### config.mk
export PLATFORM = sky130hd
export DESIGN_NAME = tournament_select_unit_flat
export DESIGN_NICKNAME = d
export VERILOG_FILES = /design/src/rtl/tournament_select_if.sv /design/src/rtl/tournament_select_unit.sv /design/src/flat_wrapper.sv
export SDC_FILE = /design/constraint.sdc
export NUM_CORES = 1
export LEC_CHECK = 0
export CORE_ASPECT_RATIO = 0.8
export CORE_UTILIZATION = 53
export DETAILED_ROUTE_END_ITERATION = 6
export GPL_ROUTABILITY_DRIVEN = 1
export MAX_ROUTING_LAYER = met4
export PLACE_DENSITY_LB_ADDON = 0.05
export SYNTH_ARGS = -nofsm -noshare
export SYNTH_HDL_FRONTEND = slang
export SYNTH_SLANG_ARGS = --single-unit
### constraint.sdc
create_clock -name clk -period 4.1 [get_ports clk]
set_input_delay 0.615 -clock clk [delete_from_list [all_inputs] [get_ports clk]]
set_output_delay 0.615 -clock clk [all_outputs]
set_load 0.01 [all_outputs]
### src/rtl/tournament_select_if.sv
// Fetch/resolve handshake bundle between the branch pipeline and the tournament
// chooser select unit.
interface tournament_select_if #(
  parameter int DEPTH = 4
);
  localparam int CNT_W = $clog2(DEPTH) + 1;

  logic             fetch_valid;
  logic             fetch_ready;
  logic [31:0]      fetch_pc;
  logic             local_pred;
  logic             global_pred;
  logic             pred_taken;
  logic             pred_sel;
  logic             resolve_valid;
  logic             resolve_taken;
  logic             flush;
  logic             resolve_err;
  logic [CNT_W-1:0] inflight_cnt;

  modport master (
    output fetch_valid, fetch_pc, local_pred, global_pred,
           resolve_valid, resolve_taken, flush,
    input  fetch_ready, pred_taken, pred_sel, resolve_err, inflight_cnt
  );

  modport slave (
    input  fetch_valid, fetch_pc, local_pred, global_pred,
           resolve_valid, resolve_taken, flush,
    output fetch_ready, pred_taken, pred_sel, resolve_err, inflight_cnt
  );
endinterface

### src/rtl/tournament_select_unit.sv
// Tournament predictor chooser: 0-latency table read at fetch, in-order FIFO of
// in-flight predictions, saturating chooser update written back at resolve.
module tournament_select_unit #(
  parameter int IDX_W = 5,
  parameter int DEPTH = 4
) (
  input logic               clk,
  input logic               rst_n,
  tournament_select_if.slave bus
);
  localparam int ENTRIES = 2 ** IDX_W;
  localparam int AW      = $clog2(DEPTH);
  localparam int PTR_W   = AW + 1;

  typedef struct packed {
    logic [IDX_W-1:0] idx;
    logic             local_pred;
    logic             global_pred;
  } entry_t;

  logic [1:0]       chooser_q [ENTRIES];
  entry_t           fifo_q [DEPTH];
  logic [PTR_W-1:0] wr_ptr_q, wr_ptr_d;
  logic [PTR_W-1:0] rd_ptr_q, rd_ptr_d;
  logic             resolve_err_q;

  logic [IDX_W-1:0] fetch_idx;
  logic [PTR_W-1:0] count;
  logic             empty, full, pop_en, push_en, lok, gok;
  entry_t           head, push_entry;
  logic [1:0]       upd_val, read_val;
  logic             unused_pc_bits;

  assign fetch_idx      = bus.fetch_pc[IDX_W+1:2];
  assign unused_pc_bits = ^{bus.fetch_pc[31:IDX_W+2], bus.fetch_pc[1:0]};

  // Extra pointer bit distinguishes full from empty when the low bits match.
  assign count   = wr_ptr_q - rd_ptr_q;
  assign empty   = (count == '0);
  assign full    = (count == PTR_W'(DEPTH));
  assign head    = fifo_q[rd_ptr_q[AW-1:0]];
  assign pop_en  = bus.resolve_valid && !empty;
  assign push_en = bus.fetch_valid && !full && !bus.flush;

  assign lok = (head.local_pred  == bus.resolve_taken);
  assign gok = (head.global_pred == bus.resolve_taken);

  // NOTE: every always_comb output gets a default assignment first so no path
  // leaves it unassigned and a latch is never inferred.
  always_comb begin
    upd_val = chooser_q[head.idx];
    if (lok && !gok && upd_val != 2'b00)      upd_val = upd_val - 2'd1;
    else if (gok && !lok && upd_val != 2'b11) upd_val = upd_val + 2'd1;
  end

  // Write-first: a fetch reading the entry being updated sees the new value.
  assign read_val = (pop_en && head.idx == fetch_idx) ? upd_val : chooser_q[fetch_idx];

  assign push_entry = '{idx: fetch_idx, local_pred: bus.local_pred,
                        global_pred: bus.global_pred};

  assign bus.pred_sel     = read_val[1];
  assign bus.pred_taken   = read_val[1] ? bus.global_pred : bus.local_pred;
  assign bus.fetch_ready  = !full;
  assign bus.inflight_cnt = count;
  assign bus.resolve_err  = resolve_err_q;

  always_comb begin
    wr_ptr_d = wr_ptr_q;
    rd_ptr_d = rd_ptr_q;
    if (bus.flush) begin
      rd_ptr_d = wr_ptr_q;
    end else begin
      if (pop_en)  rd_ptr_d = rd_ptr_q + 1'b1;
      if (push_en) wr_ptr_d = wr_ptr_q + 1'b1;
    end
  end

  // NOTE: sequential state uses non-blocking assignments so every flop samples
  // the pre-edge values regardless of statement order.
  always_ff @(posedge clk or negedge rst_n) begin
    if (!rst_n) begin
      wr_ptr_q      <= '0;
      rd_ptr_q      <= '0;
      resolve_err_q <= 1'b0;
    end else begin
      wr_ptr_q      <= wr_ptr_d;
      rd_ptr_q      <= rd_ptr_d;
      resolve_err_q <= bus.resolve_valid && empty;
    end
  end

  // NOTE: the chooser table must come out of reset as weak-local, so it is built
  // from resettable flops; the FIFO payload is only read behind a valid pointer
  // and is deliberately left without reset.
  always_ff @(posedge clk or negedge rst_n) begin
    if (!rst_n) begin
      for (int i = 0; i < ENTRIES; i++) chooser_q[i] <= 2'b01;
    end else if (pop_en) begin
      chooser_q[head.idx] <= upd_val;
    end
  end

  always_ff @(posedge clk) begin
    if (push_en) fifo_q[wr_ptr_q[AW-1:0]] <= push_entry;
  end
endmodule

### src/flat_wrapper.sv
// flat-port wrapper written by rule: the top's interface ports become plain ports
module tournament_select_unit_flat 
#(
  parameter int IDX_W = 5,
  parameter int DEPTH = 4
)
  (clk, rst_n, bus_fetch_valid, bus_fetch_pc, bus_local_pred, bus_global_pred, bus_resolve_valid, bus_resolve_taken, bus_flush, bus_fetch_ready, bus_pred_taken, bus_pred_sel, bus_resolve_err, bus_inflight_cnt);
  tournament_select_if #(.DEPTH(DEPTH)) bus_i ();
  input logic clk;
  input logic rst_n;
  input wire logic [$bits(bus_i.fetch_valid)-1:0] bus_fetch_valid;
  input wire logic [$bits(bus_i.fetch_pc)-1:0] bus_fetch_pc;
  input wire logic [$bits(bus_i.local_pred)-1:0] bus_local_pred;
  input wire logic [$bits(bus_i.global_pred)-1:0] bus_global_pred;
  input wire logic [$bits(bus_i.resolve_valid)-1:0] bus_resolve_valid;
  input wire logic [$bits(bus_i.resolve_taken)-1:0] bus_resolve_taken;
  input wire logic [$bits(bus_i.flush)-1:0] bus_flush;
  output wire logic [$bits(bus_i.fetch_ready)-1:0] bus_fetch_ready;
  output wire logic [$bits(bus_i.pred_taken)-1:0] bus_pred_taken;
  output wire logic [$bits(bus_i.pred_sel)-1:0] bus_pred_sel;
  output wire logic [$bits(bus_i.resolve_err)-1:0] bus_resolve_err;
  output wire logic [$bits(bus_i.inflight_cnt)-1:0] bus_inflight_cnt;
  assign bus_i.fetch_valid = bus_fetch_valid;
  assign bus_i.fetch_pc = bus_fetch_pc;
  assign bus_i.local_pred = bus_local_pred;
  assign bus_i.global_pred = bus_global_pred;
  assign bus_i.resolve_valid = bus_resolve_valid;
  assign bus_i.resolve_taken = bus_resolve_taken;
  assign bus_i.flush = bus_flush;
  assign bus_fetch_ready = bus_i.fetch_ready;
  assign bus_pred_taken = bus_i.pred_taken;
  assign bus_pred_sel = bus_i.pred_sel;
  assign bus_resolve_err = bus_i.resolve_err;
  assign bus_inflight_cnt = bus_i.inflight_cnt;
  tournament_select_unit #(.IDX_W(IDX_W), .DEPTH(DEPTH)) u_core (.clk(clk), .rst_n(rst_n), .bus(bus_i));
endmodule
Word level (Yosys, flattened, before mapping) --
Memories as Yosys holds them, arrays and structs flattened. Index checks and enable logic that the tools add are counted.
Word-level totals: memory bits (read-only) 0, output and inout port bits 7, logic and storage cells 88, latch bits 0, bits in writable memories 28, memories kept 1, register bits 71, bits of input ports 40
Memories:
- u_core.fifo_q | depth 4, width 7, read ports 1, clocked after Yosys merged registers in 0, wr ports 1, RTL line tournament_select_unit.sv:22 | entry_t fifo_q [DEPTH];
Operators by class: order comparisons 3, mux-type cells 17, divide/modulo/power cells 0, bitwise logic cells 3, reductions and logical operators 19, shift-type cells 0, equal/unequal tests 5, $add $sub $neg 5, multipliers 0
Operator list (count):
- bitwise mux 64 bit | 1
- binary-select mux 2 bit (select 5 bit) | 2
- two-way mux 2 bit | 8
- >= comparator 6 bit (second input constant) | 2
- inverter 5 -> 6 bit | 2
- demux 2 bit (select 5 bit) | 1
- logical AND 1 bit | 10
- adder 3 x 1 -> 3 bit (second input constant) | 2
- < comparator 6 x 1 -> 1 bit (second input constant) | 1
- two-way mux 3 bit | 2
- == test 5 bit | 1
- zero test 1 bit | 5
- nonzero test 2 bit | 2
- == test 3 bit (second input constant) | 1
- zero test 3 bit | 1
- two-way mux 1 bit | 3
- subtractor 3 bit | 1
- adder 2 x 1 -> 2 bit (second input constant) | 1
- == test 1 bit | 2
- != test 2 bit (second input constant) | 1
- AND reduction 2 bit | 1
- subtractor 2 x 1 -> 2 bit (second input constant) | 1
- inverter 1 bit | 1

Depth between registers and ports, before layout --
Gate-level depths: netlist of the first run. An unclocked memory read counts as a cell.
word-level depth 11, depth in mapped cells 15, gate-level depth less buffers 12

Worst setup path before layout of the first run --
Ideal clock, no wire load.
kind flip-flop to output port, start register u_core.rd_ptr_q[0], end output port bus_pred_sel, data arrival time 3170 ps, path buffers 3, slack 315 ps, cell stages (with the launch flop) 14, required time 3485 ps, cells stage by stage dfrtp_1 buf_6 mux4_2 buf_2 mux2i_1 mux2i_1 o22ai_1 nor4_4 inv_2 ha_1 mux2_2 a21o_1 buf_2 o21a_1
Between the ends: cells in the longest elaborated chain, start to end 10, elaborated cells between the ends (all ways) 26, those cells by class 3 x add/sub; 4 x eq/ne; 6 x mux; 1 x bitwise; 11 x reduce/logical; 1 x memory
Ends and longest elaborated chain:
- start, declared | RTL line tournament_select_unit.sv:24 | logic [PTR_W-1:0] rd_ptr_q, rd_ptr_d;
- start signal, assigned | RTL line tournament_select_unit.sv:88 | rd_ptr_q <= rd_ptr_d;
- parallel branches: the longest is 9 deep, another holds memory (4 x 7 bit)
- two-way mux 2 bit * | RTL line tournament_select_unit.sv:57 | assign read_val = (pop_en && head.idx == fetch_idx) ? upd_val : chooser_q[fetch_idx];
- end, declared | RTL line flat_wrapper.sv:20 | output wire logic [$bits(bus_i.pred_sel)-1:0] bus_pred_sel;
Every way passes the cells marked *. The select of a mux whose other input is x is not followed.

Worst setup path in the final report of the first run --
start register u_core.rd_ptr_q[0], end output port bus_pred_taken
Between the ends: cells in the longest elaborated chain, start to end 11, elaborated cells between the ends (all ways) 27, those cells by class 3 x add/sub; 4 x eq/ne; 7 x mux; 1 x bitwise; 11 x reduce/logical; 1 x memory
Ends and longest elaborated chain:
- parallel branches: the longest is 9 deep, another holds memory (4 x 7 bit)
- two-way mux 2 bit * | RTL line tournament_select_unit.sv:57
- two-way mux 1 bit * | RTL line tournament_select_unit.sv:63 | assign bus.pred_taken = read_val[1] ? bus.global_pred : bus.local_pred;
- end, declared | RTL line flat_wrapper.sv:19 | output wire logic [$bits(bus_i.pred_taken)-1:0] bus_pred_taken;
Marks and branches as above.

==> results of run 1 <==
==> cells in the mapped netlist, drive strengths merged <==
library cell and n:
mux4 17, xor2 6, dfrtp 39, or3 1
nor3 5, fa 1, edfxtp 28, nand2b 3
nor4 3, nor4b 1, clkbuf 3, inv 9
and3b 3, nand3b 2, a211o 1, nand2 26
o21ai 6, xor3 1, nor2 18, o21a 1
nand4 1, o22ai 4, a22oi 4, a21o 1
buf 15, xnor2 6, nand3 5, nor3b 1
and2 7, nor2b 4, mux2i 50, and3 1
or2 2, ha 8, mux2 65, dfstp 32
==> state kept, by name, indices dropped and copies added (netlist names) <==
name	count
u_core.bus.resolve_err	1
u_core.chooser_q	64
u_core.fifo_q	28
u_core.rd_ptr_q	3
u_core.wr_ptr_q	3
==> cells in the final DEF, fill, tap and decap left out, drive strengths merged, types with 2 or more instances in the layout <==
cell type       n
mux2           65
inv            10
nor2           18
clkinv          2
and3b           3
ha              8
nand2          26
nor2b           4
mux2i          50
dfstp          32
and2            7
xor2            6
dfrtp          39
nand3           5
clkinvlp        2
a22oi           4
xnor2           6
or2             2
nand2b          3
buf            62
o21ai           6
mux4           17
nor3            5
clkbuf         12
edfxtp         28
nor4            3
nand3b          2
o22ai           4
clkdlybuf4s50  16
==> cells by family after synthesis <==
group | after synthesis | share of synthesized area
AO/OA/AOI/OAI | 17 | 0.02448
multiplexers | 132 | 0.3068
XOR/XNOR | 13 | 0.02590
AND/OR/NAND/NOR | 83 | 0.08365
buffers and inverters | 27 | 0.03160
flip-flops | 99 | 0.5048
adder cells (fa/ha/maj) | 9 | 0.02281
==> final cells by class <==
class / count / area, µm² / area share
Clock buffer: 11 / 264.0 / 0.04134
Clock inverter: 5 / 33.78 / 0.005290
Inverter: 9 / 33.78 / 0.005290
Multi-Input combinational cell: 254 / 2479 / 0.3881
Sequential cell: 99 / 2658 / 0.4161
Tap cell: 136 / 170.2 / 0.02665
Timing Repair Buffer: 79 / 748.2 / 0.1172
==> worst min path at each step <==
stage	depth (start not counted)	end	slack, ps	from
after CTS	1	u_core.chooser_q[9]	340	rst_n
after floorplan	0	u_core.bus.resolve_err	320	rst_n
after global routing	1	u_core.chooser_q[9]	380	rst_n
after detailed placement	1	u_core.wr_ptr_q[2]	500	u_core.wr_ptr_q[2]
after global placement	1	u_core.wr_ptr_q[2]	490	u_core.wr_ptr_q[2]
final	1	u_core.chooser_q[9]	320	rst_n
==> per-stage QoR <==
stage / setup TNS (ps) / hold slack [ps]
3_3_place_gp: -371.4 / 493.8
5_1_grt: -699.4 / 376.3
3_5_place_dp: -483.7 / 499.9
6_report: -378.1 / 324.1
4_1_cts: -417.8 / 341.5
2_1_floorplan: 0 / 319.4
==> power groups by stage <==
stage               clock network (µW)  logic [µW]  registers, µW
floorplan                            0        2290           1670
global placement                     0        3210           1720
detailed placement                   0        3290           1740
CTS                                856        3560           1720
global route                       893        3940           1780
finish                             833        3660           1730
==> what timing repair did <==
item	4_1_cts	5_1_grt
setup endpoints to repair	2	2
pin swaps	7	5
gates cloned	2	0
setup buffers	5	4
gates resized for setup	20	6
==> worst max-delay path: stages, from the launching register on <==
cell                        delay (ps)
sky130_fd_sc_hd__dfrtp_1           390
sky130_fd_sc_hd__mux4_2            670
sky130_fd_sc_hd__clkbuf_16         220
sky130_fd_sc_hd__buf_4             130
sky130_fd_sc_hd__mux2i_1           110
sky130_fd_sc_hd__mux2i_1           130
sky130_fd_sc_hd__o22ai_1            90
sky130_fd_sc_hd__buf_4             150
sky130_fd_sc_hd__nor4_4            210
sky130_fd_sc_hd__inv_2             100
sky130_fd_sc_hd__ha_4              270
sky130_fd_sc_hd__mux2_4            310
sky130_fd_sc_hd__o21ai_2           110
sky130_fd_sc_hd__mux2i_1            80
sky130_fd_sc_hd__a211o_1           250
sky130_fd_sc_hd__buf_6             130
==> routing by layer <==
metal,global-route usage,vias to the layer above,share of wire
li1,-,1540,-
met2,0.3717,63,0.47
met5,-,-,0
met3,0.05007,12,0.044
met1,0.3531,1669,0.47
met4,0.06908,0,0.011
==> results.md, run 1 <==
- TritonCTS built the clock tree.
- Summed over all layers, the routed wires come to 11400 µm.
- Across the VDD grid, the largest voltage drop is 685.1 µV.
- Counting I/O delays and the setup requirement, the final critical path takes 4323 ps.
- Yosys attributes the largest share of cell area to sky130_fd_sc_hd__dfrtp_1, sky130_fd_sc_hd__dfstp_2, sky130_fd_sc_hd__edfxtp_1, sky130_fd_sc_hd__mux2_2, sky130_fd_sc_hd__mux2i_1.
- Timing would allow up to 231.3 MHz.
- The horizontal die dimension is 113.4 µm.
- The die span in y is 91.15 µm.
- The final count of pins violating max slew is 0.
- Across the run, the number of max-cap violations was 0.
- Yosys printed 0 warnings.
- The final reports fail on negative setup slack.
- The clock passes through at most 2 buffers.
- The worst setup margin is -223.3 ps.
- The pre-CTS setup slack is -323.2 ps.
- The signal arrival time at the worst endpoint is 3710 ps.
- The starting utilization of the core area is 0.5456.
- Global routing finished with a remaining overflow of 0.
- Counting every net in the synthesized netlist gives 429.
- The cell depth of the worst flop-to-flop path is 16.
- The start point of the critical path is u_core.rd_ptr_q[0].
- For flop-to-flop paths, the worst setup slack is 200 ps.
- The core box area is 9649 µm².
- The kind of end point of the critical path is a primary output.
- Setup violations remaining at the end of the flow were counted as 2.
- The number of clock buffers added by TritonCTS is 9.
- For the worst setup path, the data required time is 3480 ps.
- The total power per unit cell area is 974.3 nW/µm².
- The clock reaches the later pin of the worst-skew pair after 340 ps.
- At the end of the flow, the number of nets in the layout was 501.
- In this run the critical register-to-register path is launched from u_core.rd_ptr_q[0].
- Leaving out filler cells and counting taps, the final layout contains 593.
- Fill cells in the final layout number 720.
- The relative max-transition margin is 0.5135.
- The average wire length per cell after detail routing is 19.22 µm.
- The kind of start point of the critical path is a flip-flop.
- The area added between synthesis and finish is 21.29%.
- The H-tree generated during clock tree synthesis spans 3 levels.
- The number of placed instances, taps included is 567.
- In this run the worst hold path is classified as in -> async.
- The die covers 10340 µm².
- Of the total power, registers draw 0.278.
- The share of synthesized area in the top cell type comes to 0.1854.
- The transition time of the tightest slew-check pin is 729.8 ps.
- Of the total power, the share spent switching nets is 0.3911.
- In the finished design, the share of the clock period the worst path needs comes to 1.054.
- 0 antenna diodes ended up in the layout.
- The number of global-route vias before repair is 3441.
- The run finished, with violations left.
- The hold violation total from the final report is 0.
- The largest total area in the synthesized netlist belongs to sky130_fd_sc_hd__dfrtp_1.
- The first global-routing pass estimated 18600 µm of wire.
- For this run, design rule violations remaining after detail routing come to 0.
- The number of distinct library cell variants in the gate-level netlist after synthesis is 45.
- Setup repair after global routing could not meet its margin everywhere.
- The total of hold buffers inserted after clock tree synthesis is 0.
- The mapped netlist covers 5265 µm².
- In the routed layout, each cell is associated on average with a via count of 5.538.
- The capturing instance or port of the critical path is bus_pred_taken.
- The mean instance size in the synthesized netlist is 13.86 µm².
- The class of the most critical setup path is reg -> out.
- For this design the total switching power over the nets is 2433 µW.
- Entering global routing, the biggest net connects 41 pins.
- The share of final-layout standard cells stronger than drive strength 1 is 0.4508.
- The instance area at placement is 5926 µm².
- The cell internal power dissipation is 3789 µW.
- At the end of routability-driven placement, the weighted congestion stood at 0.7929.
- Counting flops and latches in the post-synthesis netlist gives 99.
- The first-iteration detailed-routing DRC count is 175.
- The number of primary I/O pins is 47.
- Buffers placed on the I/O ports in this run total 19.
- The maximum fanout encountered on the critical timing path is 5.
- In this run the clock root is driven by a sky130_fd_sc_hd__clkbuf_16.
- Measured on the finished design, the core utilization comes to 0.6618.
- The number of iterations in the first detailed-routing pass is 4.
- The final route contains 3284 vias.
- The total global routing track utilization is 0.2505.
- The number of cell rows is 32.
- The final instance area is 6386 µm².
- Counting every sink on the clock net gives 99.
- The register area share after synthesis is 0.5048.
- The power after layout is 6222 µW.
- The share of total power dissipated in the clock network is 0.134.
- The cell count after synthesis came out at 380.
- The remaining antenna violation count after routing is 0.
- For this design the static power due to leakage is 0.002726 µW.
- Of the total power, combinational logic draws 0.588.
- The number of antenna violations at the first check in global routing is 0.
- The capture instance of the worst register-to-register path is u_core.chooser_q[55].
- The HPWL reported at the end of detailed placement is 7753 µm.
- Clock-pin slew was measured on the worst setup and hold paths at 60 ps.
- The clock skew after layout is 4.980 ps.
No activity file was read; power rests on OpenSTA's default activity.
==> run 2, diff against run 1 <==
--- a/config.mk
+++ b/config.mk
@@ -11,6 +11,7 @@
 export GPL_ROUTABILITY_DRIVEN = 1
 export MAX_ROUTING_LAYER = met4
 export PLACE_DENSITY_LB_ADDON = 0.05
+export SETUP_SLACK_MARGIN = 0.1
 export SYNTH_ARGS = -nofsm -noshare
 export SYNTH_HDL_FRONTEND = slang
 export SYNTH_SLANG_ARGS = --single-unit
==> run 2 against run 1 <==
The flow still finishes with violations (negative setup slack). Critical path depth down 1. Maximum frequency down 1.0%. Largest cell class unchanged. Count of clock-buffer cells in the layout unchanged. Critical endpoint unchanged. Design area down 0.25%.
==> results.md, run 2 (synthesized netlist as in run 1, its figures left out) <==
- TritonCTS built the clock tree.
- The die span in y is 91.15 µm.
- Summed over all cells, the static leakage comes to 0.002718 µW.
- The overall via count from detail_route is 3290.
- Clock latency on the worst-skew pair, taken at its later pin, is 340 ps.
- At the pin with the least slew margin, the transition time is 717.4 ps.
- In the routed layout, each cell is associated on average with a via count of 5.548.
- Setup slack on the critical path of the routed design comes to -268.1 ps.
- The number of antenna diodes is 0.
- Clock tree synthesis inserted a total of 9 buffers.
- The cell chosen for the clock root is sky130_fd_sc_hd__clkbuf_16.
- No sink is reached through more buffers than the 2 on the longest clock path.
- The HPWL reported at the end of detailed placement is 7753 µm.
- The number of nets at the end of the flow is 501.
- The final count of pins violating max slew is 0.
- Max-cap violations in this run came to 0.
- In this run the remaining antenna-violating nets after routing total 0.
- Leaving out fill and tap cells, the most frequent cell in the layout is sky130_fd_sc_hd__mux2_2.
- The average wire length per cell after detail routing is 19.01 µm.
- The total overflow reported by the global router is 0.
- The final reports fail on negative setup slack.
- In this run the tool buffered the top-level ports with 19 buffer cells.
- Routability-driven placement finished with a final weighted congestion of 0.7929.
- For this block, the routed nets add up to 11280 µm of wire.
- Timing would allow up to 228.9 MHz.
- The first detailed-routing pass took 4 iterations.
- Setup repair after global routing could not meet its margin everywhere.
- The starting utilization of the core area is 0.5456.
- The run finished, with violations left.
- Measured on the finished design, the core utilization comes to 0.6601.
- The most numerous cell type found on the critical path is sky130_fd_sc_hd__mux2i_1.
- The number of global-route vias before repair is 3434.
- Across all register-to-register paths, the minimum setup slack is 240 ps.
- VDD sags by at most 704.8 µV.
- The clock-pin slew reported for the worst setup and hold paths after clock tree synthesis is 70 ps.
- The hold violation total from the final report is 0.
- The number of hold buffers added after CTS was 0.
- The clock skew after layout is 4.688 ps.
- In the routed design, unresolved DRC markers number 0.
- The maximum fanout encountered on the critical timing path is 5.
- Among cell families on the critical path, the largest total delay comes from multiplexers.
- The library cells used most frequently in the layout, excluding fill and tap cells, are sky130_fd_sc_hd__mux2_2, sky130_fd_sc_hd__buf_4, sky130_fd_sc_hd__mux2i_1.
- The total global routing track utilization is 0.2503.
- The share of final-layout standard cells stronger than drive strength 1 is 0.4442.
- Setup violations remaining at the end of the flow were counted as 2.
- The pre-CTS setup slack is -323.2 ps.
- The number of antenna violations at the first check in global routing is 0.
- The first global-routing pass estimated 18610 µm of wire.
- Entering global routing, the biggest net connects 41 pins.
- The worst hold slack across all endpoints is 321.5 ps.
- The class of the most critical setup path is reg -> out.
- The number of levels in the clock H-tree is 3.
- Of the available clock period, the critical path in the final layout requires 1.065.
- The signal arrival time at the worst endpoint is 3750 ps.
- The finished cells cover 6370 µm².
- The path class of the lowest-slack min-delay path is in -> async.
- For this design, the sink count on the clock tree is 99.
- The detailed router finished its first iteration with 177 violations.
- The library cell contributing the largest single delay on the critical path is sky130_fd_sc_hd__mux4_2.
- The number of cell rows is 32.
- The register with the most flip-flops is u_core.chooser_q.
- The floorplan step set the die width to 113.4 µm.
- The required time at the endpoint of the critical path is 3480 ps.
- The minimum clock period is 4368 ps.
- 47 I/O pins were placed.
- From synthesis to final layout, the design area changed by 20.98%.
- For this run, the slowest stage of the critical path takes 680 ps.
- The worst setup path is launched from a flip-flop.
- After detailed placement, the total cell area comes to 5926 µm².
- The kind of end point of the critical path is a primary output.
- The register with the most flip-flops in the layout has 64 of them.
- The layout has 722 filler cells.
- The core region is 9649 µm².
- In this run the power density over the cells is 975.4 nW/µm².
- Counting both buffers and inverters, the worst setup path holds a total of 4.
- The die outline area is 10340 µm².
- Measured against its own limit, the worst slew margin works out to 0.5218.
- The signal on the critical path passes through mux4_2 > buf_12 > mux2i_1 > mux2i_1 > o22ai_1 > buf_4 > nor4_4 > inv_2 > ha_4 > mux2_4 > o21ai_2 > mux2i_1 > a211o_1 > buf_2.
-- run 2: final cells by class --
| type | instances | area, µm² | share of cell area |
|---|---|---|---|
| Tap cell | 136 | 170.2 | 0.02671 |
| Multi-Input combinational cell | 254 | 2475 | 0.3885 |
| Inverter | 9 | 33.78 | 0.005303 |
| Sequential cell | 99 | 2658 | 0.4172 |
| Clock inverter | 5 | 33.78 | 0.005303 |
| Clock buffer | 11 | 264.0 | 0.04145 |
| Timing Repair Buffer | 79 | 735.7 | 0.1155 |
-- run 2: stage by stage --
stage | power, µW | TNS, ps | cells
2_1_floorplan | 3953 | 0 | 380
3_3_place_gp | 4930 | -371.4 | 567
4_1_cts | 6111 | -517.9 | 589
6_report | 6213 | -457.4 | 593
3_5_place_dp | 5033 | -483.7 | 567
5_1_grt | 6649 | -817.0 | 593
-- run 2: where the power goes --
part / leakage [µW] / switching, µW / total, µW / internal [µW]
sequential: 0.00109 / 227 / 1730 / 1500
clock: 0.000143 / 365 / 830 / 465
combinational: 0.00148 / 1820 / 3650 / 1830
total: 0.00272 / 2410 / 6210 / 3800
-- run 2: final timing paths --
| kind | endpoint | cells past startpoint | from |
|---|---|---|---|
| max | bus_pred_taken | 14 | u_core.rd_ptr_q[0] |
| min reg2reg | u_core.wr_ptr_q[2] | 1 | u_core.wr_ptr_q[2] |
| min | u_core.chooser_q[9] | 1 | rst_n |
| max reg2reg | u_core.chooser_q[55] | 15 | u_core.rd_ptr_q[0] |
| max in group asynchronous | u_core.chooser_q[30] | 2 | rst_n |
| min in group clk | u_core.wr_ptr_q[2] | 1 | u_core.wr_ptr_q[2] |
-- run 2: timing repair --
action	in CTS	in global routing
setup endpoints to repair	2	2
pin swaps	6	3
resized for setup	15	4
setup buffers	4	4
gates cloned	2	0
-- run 2: layer usage --
| metal | vias up | track usage | wire length, µm |
|---|---|---|---|
| li1 | 1542 | - | - |
| met1 | 1682 | 0.3531 | 5404 |
| met2 | 54 | 0.3712 | 5359 |
| met3 | 12 | 0.05073 | 392 |
| met4 | 0 | 0.06798 | 119 |
| met5 | - | - | 0 |
-- run 2: worst register-to-register path, cell delays in order (launching register included) --
cell                      delay, ps
sky130_fd_sc_hd__dfrtp_1        390
sky130_fd_sc_hd__mux4_2         680
sky130_fd_sc_hd__buf_12         210
sky130_fd_sc_hd__mux2i_1        130
sky130_fd_sc_hd__mux2i_1        160
sky130_fd_sc_hd__o22ai_1        120
sky130_fd_sc_hd__buf_4          150
sky130_fd_sc_hd__nor4_4         320
sky130_fd_sc_hd__inv_2          100
sky130_fd_sc_hd__ha_4           270
sky130_fd_sc_hd__mux2_4         310
sky130_fd_sc_hd__a21o_1         180
sky130_fd_sc_hd__buf_4          130
sky130_fd_sc_hd__buf_4          120
sky130_fd_sc_hd__buf_6          170
sky130_fd_sc_hd__mux2_2         310
==> run 3, diff against run 2 <==
--- a/config.mk
+++ b/config.mk
@@ -6,6 +6,7 @@
 export NUM_CORES = 1
 export LEC_CHECK = 0
 export CORE_ASPECT_RATIO = 0.8
+export CORE_MARGIN = 5
 export CORE_UTILIZATION = 53
 export DETAILED_ROUTE_END_ITERATION = 6
 export GPL_ROUTABILITY_DRIVEN = 1
==> run 3 against run 2 <==
The run still ends with negative setup slack left. Wire length up 0.20%. Hold slack better by 130 ps. First-iteration DRC count down 25%. Non-clock buffer count up 9. Register-to-register slack better by 210 ps. Critical path type unchanged.
==> results.md, run 3 (synthesized netlist as in run 1, its figures left out) <==
- The horizontal die dimension is 121.4 µm.
- The number of global-route vias before repair is 3484.
- The floorplan has 32 rows.
- The final setup violation count is 2.
- The total power per unit cell area is 970.8 nW/µm².
- The min-delay analysis places its worst path in the category in -> async.
- The detailed-route DRC error count is 0.
- The total CTS buffers is 9.
- The register with the most flip-flops in the layout has 64 of them.
- The remaining antenna violation count after routing is 0.
- For the final database, setup skew stands at 7.863 ps.
- The total wirelength of the detailed-routed design is 11300 µm.
- The total of hold buffers inserted after clock tree synthesis is 0.
- The per-cell via count in the routed design is 5.457.
- The number of antenna diodes is 0.
- The pre-CTS setup slack is -308.9 ps.
- The minimum clock period is 4316 ps.
- After the first detailed-routing iteration, the DRC count stood at 132.
- The share of final-layout standard cells stronger than drive strength 1 is 0.4700.
- The initial utilization of the core area, before any placement, comes to 0.5434.
- Setup repair after global routing could not meet its margin everywhere.
- Setup slack on the worst reg-to-reg path comes out at 450 ps.
- The number of levels in the clock H-tree is 3.
- The final period utilization is 1.053.
- TritonCTS built the clock tree.
- For the pin with the worst max-slew slack, the measured transition is 1044 ps.
- Measured against its own limit, the worst slew margin works out to 0.3039.
- Dividing the detail-routed wire length by the instance count gives 18.77 µm.
- The area added between synthesis and finish is 23.91%.
- Counting the fill cells in the layout gives 729.
- The die span in y is 99.15 µm.
- The final route contains 3285 vias.
- During I/O placement, the number of pins put on the boundary was 47.
- The number of nets at the end of the flow is 510.
- At the worst endpoint, the arrival time is 3700 ps.
- STA classifies the critical path endpoint as a primary output.
- Along the worst path, the maximum fanout reaches 6.
- The worst setup margin is -215.7 ps.
- The clock net in this run drives a total of 99 sinks.
- In this run the critical register-to-register path is captured at u_core.chooser_q[48].
- Clock-pin slew was measured on the worst setup and hold paths at 70 ps.
- The number of cells on the worst reg-to-reg path is 16.
- The floorplan step defined a die boundary enclosing 12040 µm².
- The library cell used most frequently in the layout, excluding fill and tap cells, is sky130_fd_sc_hd__mux2_2.
- The peak supply drop is 601.4 µV.
- The class of the most critical setup path is reg -> out.
- The flow ran to the end, but the final reports show violations.
- The number of antenna violations at the first check in global routing is 0.
- The checks that failed: negative setup slack.
- The source-to-sink clock delay at the later pin of the worst-skew pair is 350 ps.
- Across the run, the number of max-cap violations was 0.
- The required time at the endpoint of the critical path is 3480 ps.
- The number of iterations in the first detailed-routing pass is 5.
- The congestion estimate from routability-driven global placement came to 0.7900.
- The library cells used most frequently in the layout, excluding fill and tap cells, are sky130_fd_sc_hd__mux2_2, sky130_fd_sc_hd__buf_4, sky130_fd_sc_hd__mux2i_1.
- Summed over all cells, the static leakage comes to 0.002798 µW.
- The final count of pins violating max slew is 0.
- The core box area is 9689 µm².
- The number of I/O port buffers is 19.
- The first-pass GRT wire length is 18600 µm.
- The largest net degree at the start of global routing is 48.
- The maximum achievable frequency is 231.7 MHz.
- The cell chosen for the clock root is sky130_fd_sc_hd__clkbuf_16.
- The startpoint identified for the worst register-to-register timing path is u_core.rd_ptr_q[0].
- The total global routing track utilization is 0.2084.
- The total overflow reported by the global router is 0.
- The hold violation total from the final report is 0.
- The HPWL reported at the end of detailed placement is 7815 µm.
- The kind of start point of the critical path is a flip-flop.
- Ranked by flip-flop count, first place goes to u_core.chooser_q.
- The worst hold slack across all endpoints is 447.1 ps.
- The largest buffer count on any clock path is 2.
-- run 3: cell types whose count changed in the layout (fill, tap and decap cells not counted), moves of 2 or more --
cell,before,now
sky130_fd_sc_hd__buf_4,51,54
sky130_fd_sc_hd__buf_6,2,8
sky130_fd_sc_hd__bufinv_16,0,3
sky130_fd_sc_hd__clkinvlp_4,2,0
sky130_fd_sc_hd__ha_1,6,8
sky130_fd_sc_hd__inv_6,1,3
sky130_fd_sc_hd__mux2i_1,50,48
sky130_fd_sc_hd__mux2i_2,0,2
sky130_fd_sc_hd__o22ai_1,4,0
sky130_fd_sc_hd__o22ai_2,0,4
-- run 3: metal layers --
metal / GRT usage / vias up / share of wire
li1: - / 1555 / -
met1: 0.2951 / 1671 / 0.49
met2: 0.3091 / 49 / 0.46
met3: 0.04093 / 10 / 0.036
met4: 0.05857 / 0 / 0.010
met5: - / - / 0
-- run 3: how the worst max path moves through the flow --
stage	start	to	slack [ps]	cells past startpoint
after floorplan	u_core.rd_ptr_q[0]	bus_pred_sel	310	13
after global placement	u_core.rd_ptr_q[0]	bus_pred_taken	-250	13
after detailed placement	u_core.rd_ptr_q[0]	bus_pred_taken	-310	13
after CTS	u_core.rd_ptr_q[0]	bus_pred_taken	-270	14
after global routing	u_core.rd_ptr_q[0]	bus_pred_taken	-400	16
final	u_core.rd_ptr_q[0]	bus_pred_taken	-220	14
-- run 3: final cells by class --
class / count / area, µm² / share of cell area
sequential: 99 / 2658 / 0.4074
multi-input combinational: 254 / 2497 / 0.3828
timing repair buffer: 88 / 818.3 / 0.1254
clock buffer: 9 / 225.2 / 0.03452
tap: 136 / 170.2 / 0.02608
clock inverter: 7 / 121.4 / 0.01860
inverter: 9 / 33.78 / 0.005178
-- run 3: stage by stage --
stage,area [µm²],setup TNS (ps),cells,utilization,power [µW]
2_1_floorplan,5265,0,380,-,3953
3_3_place_gp,5923,-368.4,570,0.6113,4921
3_5_place_dp,5923,-500.5,570,0.6113,5015
4_1_cts,6526,-440.9,602,0.6736,6401
5_1_grt,6524,-680.1,602,0.6733,6742
6_report,6524,-341.7,602,0.6733,6333
-- run 3: power breakdown --
| group | internal, µW | switching, µW |
|---|---|---|
| logic | 1800 | 1820 |
| registers | 1500 | 221 |
| clock network | 602 | 382 |
| total | 3910 | 2430 |
-- run 3: repair_timing --
action,in CTS,in global routing
gates cloned,2,0
setup endpoints to repair,2,2
setup buffers,14,1
gates resized for setup,31,4
pin swaps,7,0
-- run 3: critical path: stages (launching register included) --
cell                      delay, ps
sky130_fd_sc_hd__dfrtp_1        410
sky130_fd_sc_hd__buf_6          120
sky130_fd_sc_hd__buf_6          110
sky130_fd_sc_hd__mux4_2         610
sky130_fd_sc_hd__buf_4          190
sky130_fd_sc_hd__nand3_1        130
sky130_fd_sc_hd__o22ai_2        130
sky130_fd_sc_hd__nor4_4         370
sky130_fd_sc_hd__inv_2           70
sky130_fd_sc_hd__ha_1           290
sky130_fd_sc_hd__mux2_4         320
sky130_fd_sc_hd__o21ai_2        110
sky130_fd_sc_hd__mux2i_1         80
sky130_fd_sc_hd__a211o_1        240
sky130_fd_sc_hd__buf_2          140
